### config.mk
export PLATFORM = sky130hd
export DESIGN_NAME = mem_port_arbiter_flat
export DESIGN_NICKNAME = d
export VERILOG_FILES = /design/src/rtl/mem_port_arbiter_pkg.sv /design/src/rtl/mem_port_arbiter_if.sv /design/src/rtl/mem_port_arbiter_starve_counter.sv /design/src/rtl/mem_port_arbiter.sv /design/src/flat_wrapper.sv
export SDC_FILE = /design/constraint.sdc
export NUM_CORES = 1
export LEC_CHECK = 0
export BUFFER_PORTS_ARGS = -buffer_cell sky130_fd_sc_hd__buf_2
export CORE_AREA = 2 2 117 119
export DETAILED_ROUTE_END_ITERATION = 7
export DIE_AREA = 0 0 119 121
export GPL_TIMING_DRIVEN = 0
export PLACE_DENSITY = 0.56
export SLEW_MARGIN = 10
export SYNTH_ARGS = -nofsm -noshare
export SYNTH_HDL_FRONTEND = slang
export SYNTH_SLANG_ARGS = --single-unit
export TNS_END_PERCENT = 10
### constraint.sdc
create_clock -name clk -period 1.9 [get_ports clk]
set_input_delay 0 -clock clk [delete_from_list [all_inputs] [get_ports clk]]
set_output_delay 0 -clock clk [all_outputs]
set_load 0.02 [all_outputs]
### src/rtl/mem_port_arbiter_pkg.sv
// Shared types and defaults for the fetch/data memory port arbiter.
package mem_arb_pkg;

  localparam int DEFAULT_ADDR_W     = 30;
  localparam int DEFAULT_STARVE_MAX = 4;

  // Return tracker: names the owner of the read data arriving this cycle.
  typedef enum logic [1:0] {
    IDLE = 2'd0,
    I_RD = 2'd1,
    D_RD = 2'd2
  } ret_state_e;

  // Which requester launched a memory read in the current cycle.
  typedef enum logic [1:0] {
    OWN_NONE = 2'd0,
    OWN_I    = 2'd1,
    OWN_D    = 2'd2
  } owner_e;

  // A byte address is legal only if every bit above the word-address field is zero.
  function automatic logic addr_in_range(input logic [31:0] addr, input int addr_w);
    return (addr >> (addr_w + 2)) == 32'd0;
  endfunction

endpackage

### src/rtl/mem_port_arbiter_if.sv
// Bundles the fetch port, data port and memory port of the arbiter.
// slave = arbiter view, master = pipeline/memory view.
interface mem_port_arbiter_if #(
  parameter int ADDR_W = mem_arb_pkg::DEFAULT_ADDR_W
);
  // fetch port
  logic              i_req;
  logic [31:0]       i_addr;
  logic              i_gnt;
  logic              i_rvalid;
  logic [31:0]       i_rdata;
  // data port
  logic              d_req;
  logic              d_we;
  logic [31:0]       d_addr;
  logic [31:0]       d_wdata;
  logic [3:0]        d_wbyte;
  logic              d_gnt;
  logic              d_rvalid;
  logic [31:0]       d_rdata;
  logic              addr_err;
  // memory port
  logic              mem_read_ready;
  logic              mem_write_ready;
  logic [ADDR_W-1:0] mem_read_address;
  logic [ADDR_W-1:0] mem_write_address;
  logic [31:0]       mem_write_data;
  logic [3:0]        mem_write_byte;
  logic [31:0]       mem_read_data;

  modport slave (
    input  i_req, i_addr, d_req, d_we, d_addr, d_wdata, d_wbyte, mem_read_data,
    output i_gnt, i_rvalid, i_rdata, d_gnt, d_rvalid, d_rdata, addr_err,
           mem_read_ready, mem_write_ready, mem_read_address, mem_write_address,
           mem_write_data, mem_write_byte
  );

  modport master (
    output i_req, i_addr, d_req, d_we, d_addr, d_wdata, d_wbyte, mem_read_data,
    input  i_gnt, i_rvalid, i_rdata, d_gnt, d_rvalid, d_rdata, addr_err,
           mem_read_ready, mem_write_ready, mem_read_address, mem_write_address,
           mem_write_data, mem_write_byte
  );
endinterface

### src/rtl/mem_port_arbiter_starve_counter.sv
// Saturating count of consecutive cycles the fetch port has been denied.
module starve_counter #(
  parameter int MAX = mem_arb_pkg::DEFAULT_STARVE_MAX
) (
  input  logic clk,
  input  logic reset,
  input  logic inc,
  input  logic clr,
  output logic sat
);
  localparam int W = $clog2(MAX + 1);

  logic [W-1:0] cnt_q, cnt_d;

  // Clear wins over increment; hold once the ceiling is reached.
  always_comb begin
    cnt_d = cnt_q;
    if (clr) begin
      cnt_d = '0;
    end else if (inc && (cnt_q != W'(MAX))) begin
      cnt_d = cnt_q + W'(1);
    end
  end

  // Counter register.
  always_ff @(posedge clk or negedge reset) begin
    if (!reset) begin
      cnt_q <= '0;
    end else begin
      cnt_q <= cnt_d;
    end
  end

  assign sat = (cnt_q == W'(MAX));
endmodule

### src/rtl/mem_port_arbiter.sv
// Arbitrates a single-port memory between instruction fetch and data
// load/store. Data wins unless fetch has starved for MAX cycles.
module mem_port_arbiter
  import mem_arb_pkg::*;
#(
  parameter int ADDR_W     = DEFAULT_ADDR_W,
  parameter int STARVE_MAX = DEFAULT_STARVE_MAX
) (
  input  logic                clk,
  input  logic                reset,
  mem_port_arbiter_if.slave   bus
);

  logic       sat;
  logic       i_gnt, d_gnt;
  logic       i_ok, d_ok;
  owner_e     gnt_owner;

  ret_state_e state_q, state_d;
  logic       i_rvalid_q, i_rvalid_d;
  logic       d_rvalid_q, d_rvalid_d;
  logic       addr_err_q, addr_err_d;
  logic       rd_zero_q, rd_zero_d;

  // Grants are gated by reset so nothing is issued while it is held low.
  assign i_gnt = reset & bus.i_req & (~bus.d_req | sat);
  assign d_gnt = reset & bus.d_req & ~(bus.i_req & sat);

  assign i_ok = addr_in_range(bus.i_addr, ADDR_W);
  assign d_ok = addr_in_range(bus.d_addr, ADDR_W);

  starve_counter #(.MAX(STARVE_MAX)) u_starve (
    .clk   (clk),
    .reset (reset),
    .inc   (bus.i_req & ~i_gnt),
    .clr   (i_gnt | ~bus.i_req),
    .sat   (sat)
  );

  // Owner of any read granted this cycle (a store owns no return slot).
  always_comb begin
    gnt_owner = OWN_NONE;
    if (i_gnt) begin
      gnt_owner = OWN_I;
    end else if (d_gnt && !bus.d_we) begin
      gnt_owner = OWN_D;
    end
  end

  // Memory strobes: an out-of-range request is consumed without touching memory.
  assign bus.i_gnt             = i_gnt;
  assign bus.d_gnt             = d_gnt;
  assign bus.mem_read_ready    = (i_gnt & i_ok) | (d_gnt & ~bus.d_we & d_ok);
  assign bus.mem_write_ready   = d_gnt & bus.d_we & d_ok;
  assign bus.mem_read_address  = i_gnt ? bus.i_addr[ADDR_W+1:2] : bus.d_addr[ADDR_W+1:2];
  assign bus.mem_write_address = bus.d_addr[ADDR_W+1:2];
  assign bus.mem_write_data    = bus.d_wdata;
  assign bus.mem_write_byte    = bus.d_wbyte;

  // Next return-tracker state and registered status outputs.
  always_comb begin
    case (gnt_owner)
      OWN_I:   state_d = I_RD;
      OWN_D:   state_d = D_RD;
      default: state_d = IDLE;
    endcase
    i_rvalid_d = (state_d == I_RD);
    d_rvalid_d = (state_d == D_RD);
    addr_err_d = (i_gnt & ~i_ok) | (d_gnt & ~d_ok);
    rd_zero_d  = (i_gnt & ~i_ok) | (d_gnt & ~bus.d_we & ~d_ok);
  end

  // Return tracker FSM; reset discards any in-flight read.
  always_ff @(posedge clk or negedge reset) begin
    if (!reset) begin
      state_q    <= IDLE;
      i_rvalid_q <= 1'b0;
      d_rvalid_q <= 1'b0;
      addr_err_q <= 1'b0;
      rd_zero_q  <= 1'b0;
    end else begin
      state_q    <= state_d;
      i_rvalid_q <= i_rvalid_d;
      d_rvalid_q <= d_rvalid_d;
      addr_err_q <= addr_err_d;
      rd_zero_q  <= rd_zero_d;
    end
  end

  // Route the returning word to its owner; a trapped read returns zero.
  assign bus.i_rvalid = i_rvalid_q;
  assign bus.d_rvalid = d_rvalid_q;
  assign bus.addr_err = addr_err_q;
  assign bus.i_rdata  = (state_q == I_RD && !rd_zero_q) ? bus.mem_read_data : 32'd0;
  assign bus.d_rdata  = (state_q == D_RD && !rd_zero_q) ? bus.mem_read_data : 32'd0;

endmodule

### src/flat_wrapper.sv
// flat-port wrapper written by rule: the top's interface ports become plain ports
module mem_port_arbiter_flat import mem_arb_pkg::*;
#(
  parameter int ADDR_W     = DEFAULT_ADDR_W,
  parameter int STARVE_MAX = DEFAULT_STARVE_MAX
)
  (clk, reset, bus_i_req, bus_i_addr, bus_d_req, bus_d_we, bus_d_addr, bus_d_wdata, bus_d_wbyte, bus_mem_read_data, bus_i_gnt, bus_i_rvalid, bus_i_rdata, bus_d_gnt, bus_d_rvalid, bus_d_rdata, bus_addr_err, bus_mem_read_ready, bus_mem_write_ready, bus_mem_read_address, bus_mem_write_address, bus_mem_write_data, bus_mem_write_byte);
  mem_port_arbiter_if #(.ADDR_W(ADDR_W)) bus_i ();
  input  logic clk;
  input  logic reset;
  input wire logic [$bits(bus_i.i_req)-1:0] bus_i_req;
  input wire logic [$bits(bus_i.i_addr)-1:0] bus_i_addr;
  input wire logic [$bits(bus_i.d_req)-1:0] bus_d_req;
  input wire logic [$bits(bus_i.d_we)-1:0] bus_d_we;
  input wire logic [$bits(bus_i.d_addr)-1:0] bus_d_addr;
  input wire logic [$bits(bus_i.d_wdata)-1:0] bus_d_wdata;
  input wire logic [$bits(bus_i.d_wbyte)-1:0] bus_d_wbyte;
  input wire logic [$bits(bus_i.mem_read_data)-1:0] bus_mem_read_data;
  output wire logic [$bits(bus_i.i_gnt)-1:0] bus_i_gnt;
  output wire logic [$bits(bus_i.i_rvalid)-1:0] bus_i_rvalid;
  output wire logic [$bits(bus_i.i_rdata)-1:0] bus_i_rdata;
  output wire logic [$bits(bus_i.d_gnt)-1:0] bus_d_gnt;
  output wire logic [$bits(bus_i.d_rvalid)-1:0] bus_d_rvalid;
  output wire logic [$bits(bus_i.d_rdata)-1:0] bus_d_rdata;
  output wire logic [$bits(bus_i.addr_err)-1:0] bus_addr_err;
  output wire logic [$bits(bus_i.mem_read_ready)-1:0] bus_mem_read_ready;
  output wire logic [$bits(bus_i.mem_write_ready)-1:0] bus_mem_write_ready;
  output wire logic [$bits(bus_i.mem_read_address)-1:0] bus_mem_read_address;
  output wire logic [$bits(bus_i.mem_write_address)-1:0] bus_mem_write_address;
  output wire logic [$bits(bus_i.mem_write_data)-1:0] bus_mem_write_data;
  output wire logic [$bits(bus_i.mem_write_byte)-1:0] bus_mem_write_byte;
  assign bus_i.i_req = bus_i_req;
  assign bus_i.i_addr = bus_i_addr;
  assign bus_i.d_req = bus_d_req;
  assign bus_i.d_we = bus_d_we;
  assign bus_i.d_addr = bus_d_addr;
  assign bus_i.d_wdata = bus_d_wdata;
  assign bus_i.d_wbyte = bus_d_wbyte;
  assign bus_i.mem_read_data = bus_mem_read_data;
  assign bus_i_gnt = bus_i.i_gnt;
  assign bus_i_rvalid = bus_i.i_rvalid;
  assign bus_i_rdata = bus_i.i_rdata;
  assign bus_d_gnt = bus_i.d_gnt;
  assign bus_d_rvalid = bus_i.d_rvalid;
  assign bus_d_rdata = bus_i.d_rdata;
  assign bus_addr_err = bus_i.addr_err;
  assign bus_mem_read_ready = bus_i.mem_read_ready;
  assign bus_mem_write_ready = bus_i.mem_write_ready;
  assign bus_mem_read_address = bus_i.mem_read_address;
  assign bus_mem_write_address = bus_i.mem_write_address;
  assign bus_mem_write_data = bus_i.mem_write_data;
  assign bus_mem_write_byte = bus_i.mem_write_byte;
  mem_port_arbiter #(.ADDR_W(ADDR_W), .STARVE_MAX(STARVE_MAX)) u_core (.clk(clk), .reset(reset), .bus(bus_i));
endmodule
==> results.cfg <==
[pwr]
p_int_uw = 790.2
power.leakage_uw = 0.002109
power.switching_uw = 483.0
comb_power_share = 0.633
switching_share = 0.3794
seq_power_share = 0.093
powerDensity_mw_per_mm2 = 362.6
share_clk_of_total_power = 0.274
ir_worst_vdd_mv = 0.1804

[timing]
report.final.setup_viol = 0
unrepaired_setup_endpoints_after_global_routing = true
final.setup_skew_ns = 0.002600
hold_viol_final = 0
fmax_mhz = 534.2
post-route-worst-setup-slack_ns = 0.02801
period_needed_ns = 1.872
timing.final.crit_share = 0.9853
final-max-slew-violation-count = 0

[synth]
synthesized_area_per_cell_sq_um = 7.904
ranking_of_synthesized_cells_by_instance_count = sky130_fd_sc_hd__buf_4 (67), sky130_fd_sc_hd__and2_1 (65), sky130_fd_sc_hd__mux2_2 (28)
post_synthesis_cells = 202
yosysSeqAreaShare = 0.07837
yosysMostFrequentCell = sky130_fd_sc_hd__buf_4
synth-warning-count = 0
synth_cell_type_count = 22
postSynthRegisterBits = 5
async_flop_share = 1.000
netlist_area_sq_mm = 0.001597
top_cell_type_by_total_area_after_synthesis = sky130_fd_sc_hd__buf_4
synth_flop_cell = sky130_fd_sc_hd__dfrtp_1
netlist.area_leader.share = 0.3150
syn_nets = 341
number_of_enable_type_register_cells_in_the_synthesized_netlist = 0
synth.top_cells.by_area = sky130_fd_sc_hd__buf_4 (32%), sky130_fd_sc_hd__and2_1 (25%), sky130_fd_sc_hd__mux2_2 (20%), sky130_fd_sc_hd__dfrtp_1 (7.8%), sky130_fd_sc_hd__buf_6 (2.1%)

[clock_network]
cts_tree = done
clockBufferDepth = 2
clk_pin_slew_ns = 0.03
worstSkewPairLatency_ns = 0.23
cts_inserted_buffers = 3
cts_root_buf = sky130_fd_sc_hd__clkbuf_16
clock-sinks = 5
htreeDepth = 1

[floorplan]
dieWidth_um = 119
effective_utilization_at_floorplan = 0.1220
design.core.area_sq_mm = 0.01309
floorplan.die.height_um = 121
dieArea_sq_mm = 0.01440
io_pins = 304
std_cell_rows = 42

[detailed_routing]
drtAntennaViolNets = 0
drt_wl_cell_um = 11.13
detailroute.via_count = 2294
totalWireLength_mm = 7.310
drtIter0Drc = 41
drc = 0
drtPass1Iterations = 4
route.detailed.vias_per_inst = 3.492

[setup_path]
critical_path_peak_fanout = 6
crit_buf_inv = 4
worstPathRequired_ns = 1.90
path_class = reg -> out
cp.arrival_ns = 1.87
critPathLaunchType = flip-flop
path_cells = inv_2 > ha_4 > nand2_4 > a21oi_4 > buf_12 > buf_8 > mux2_2 > buf_2
cell_class_contributing_the_biggest_share_of_worst_path_delay = buffers and inverters
setup.worst_path.end_class = output port
critical_path.slowest_cell = sky130_fd_sc_hd__dfrtp_1
slowest_delay_ns = 0.39

[run]
count_of_max_cap_constraint_violations = 0

[global_routing]
grt.overflow.total = 0
groute.usage.overall = 0.08121
grt_max_degree = 13
antenna_found_initial = 0
vias_in_the_first_global_route = 2088
grt_pass1_wl_mm = 9.501

[final_layout]
post_layout_nonfiller_instances = 657
num-fill-cells = 1428
num_antenna_cells = 0
layout.nets = 621
synthToLayoutAreaGrowth_pct = 119.9
seqCellArea_sq_um = 125.1
drive_above_1_share = 0.7879
post-route-cell-area_sq_mm = 0.003511
multi_input_area_sq_um = 944.7

[run_status]
outcome = finished, final reports clean

[placed_design]
dp.cells = 640
place.detailed.hpwl_mm = 6.130
placed_cell_area_sq_mm = 0.003128
pre_cts_ws_ns = 0.06385
globalplace.congestion = 0.7250
port-buffer-count = 262

[hold_path]
timing.hold.worst.class = in -> reg
## what timing repair did
| item | in CTS | in global routing |
|---|---|---|
| buffers inserted | 2 | 6 |
| hold endpoints to repair | 6 | 0 |
| pin swaps | 2 | 2 |
| resized for setup | 8 | 38 |
| setup endpoints to repair | 30 | 30 |
| cloned | 1 | 2 |
| hold buffers | 2 | 0 |
## flip-flops by register name, indices dropped and copies added (netlist names)
signal,count
u_core.bus.d_rvalid,1
u_core.bus.i_rvalid,1
u_core.u_starve.cnt_q,3
## path summary, 6_finish.rpt
kind | from | endpoint | slack [ns] | cells after the start
worst max-delay path | u_core.u_starve.cnt_q[1] | bus_mem_read_address[4] | 0.03 | 8
worst min-delay path | bus_i_req | u_core.u_starve.cnt_q[2] | 0.07 | 3
worst max register to register | u_core.u_starve.cnt_q[1] | u_core.bus.i_rvalid | 0.47 | 8
worst min register to register | u_core.u_starve.cnt_q[2] | u_core.u_starve.cnt_q[2] | 0.59 | 1
max in group asynchronous | reset | u_core.u_starve.cnt_q[2] | 1.54 | 2
min in group asynchronous | reset | u_core.u_starve.cnt_q[0] | 0.17 | 2
## cells in the final DEF (no fill, tap or decap), drive strengths merged, types with 2 or more instances in the layout
master	count
buf	341
and2	65
mux2	30
clkbuf	12
dfrtp	5
nand2	4
inv	4
nor2b	2
nand3	2
nand2b	2
nand4	2
o41ai	2
dlygate4sd3	2
a21oi	2
ha	2
## layout make-up
class | count | area share
flip-flops and latches | 5 | 0.03564
plain buffers | 76 | 0.1654
multi-input cells | 117 | 0.2691
well taps | 176 | 0.06272
inverters | 4 | 0.004277
repair buffers | 275 | 0.4405
clock buffers | 4 | 0.02245
## power by group through the flow
stage                     Sequential [uW]  Clock (uW)  Combinational (uW)
after global placement                119           0                 725
after detailed placement              119           0                 727
final                                 119         349                 806
after floorplan                       119           0                 444
after global routing                  120         364                 860
after CTS                             119         349                 750
## cells by family (layout without fill, tap and decap cells)
logic type / after synthesis / count (layout) / synth area share
compound gates: 6 / 6 / 0.03449
mux: 30 / 30 / 0.2116
other cells: 1 / 1 / 0.002349
flops: 5 / 5 / 0.07837
fa+ha+maj: 2 / 2 / 0.01567
simple gates: 78 / 78 / 0.2978
buf+inv: 80 / 359 / 0.3597
## per-stage QoR
step                      hold slack [ns]  TNS, ns  utilization  power (uW)
final                             0.06832        0       0.2683        1273
after global routing              0.09440  -0.5696       0.2683        1344
after CTS                         0.06391        0       0.2514        1218
after detailed placement          -0.1382        0       0.2391       846.0
after global placement            -0.1372        0       0.2391       843.9
after floorplan                   -0.2956        0            -       563.6
## worst reg2reg max path, stage by stage (launching register included)
cell and delay [ns]:
sky130_fd_sc_hd__dfrtp_1 0.39, sky130_fd_sc_hd__inv_2 0.09, sky130_fd_sc_hd__ha_4 0.14, sky130_fd_sc_hd__nand2_4 0.06, sky130_fd_sc_hd__a21oi_4 0.19, sky130_fd_sc_hd__buf_12 0.16
sky130_fd_sc_hd__clkbuf_16 0.15, sky130_fd_sc_hd__buf_4 0.10, sky130_fd_sc_hd__buf_4 0.09
## per-layer routing
layer | GRT usage | up-vias | share of wire | wire length, um
met5 | 0 | - | 0 | 0
met3 | 0.02303 | 4 | 0.11 | 783
met2 | 0.1670 | 158 | 0.56 | 4097
met1 | 0.07811 | 998 | 0.33 | 2380
met4 | 0.02009 | 0 | 0.0067 | 49
li1 | - | 1134 | - | -
Power figures use the tool's default switching activity.
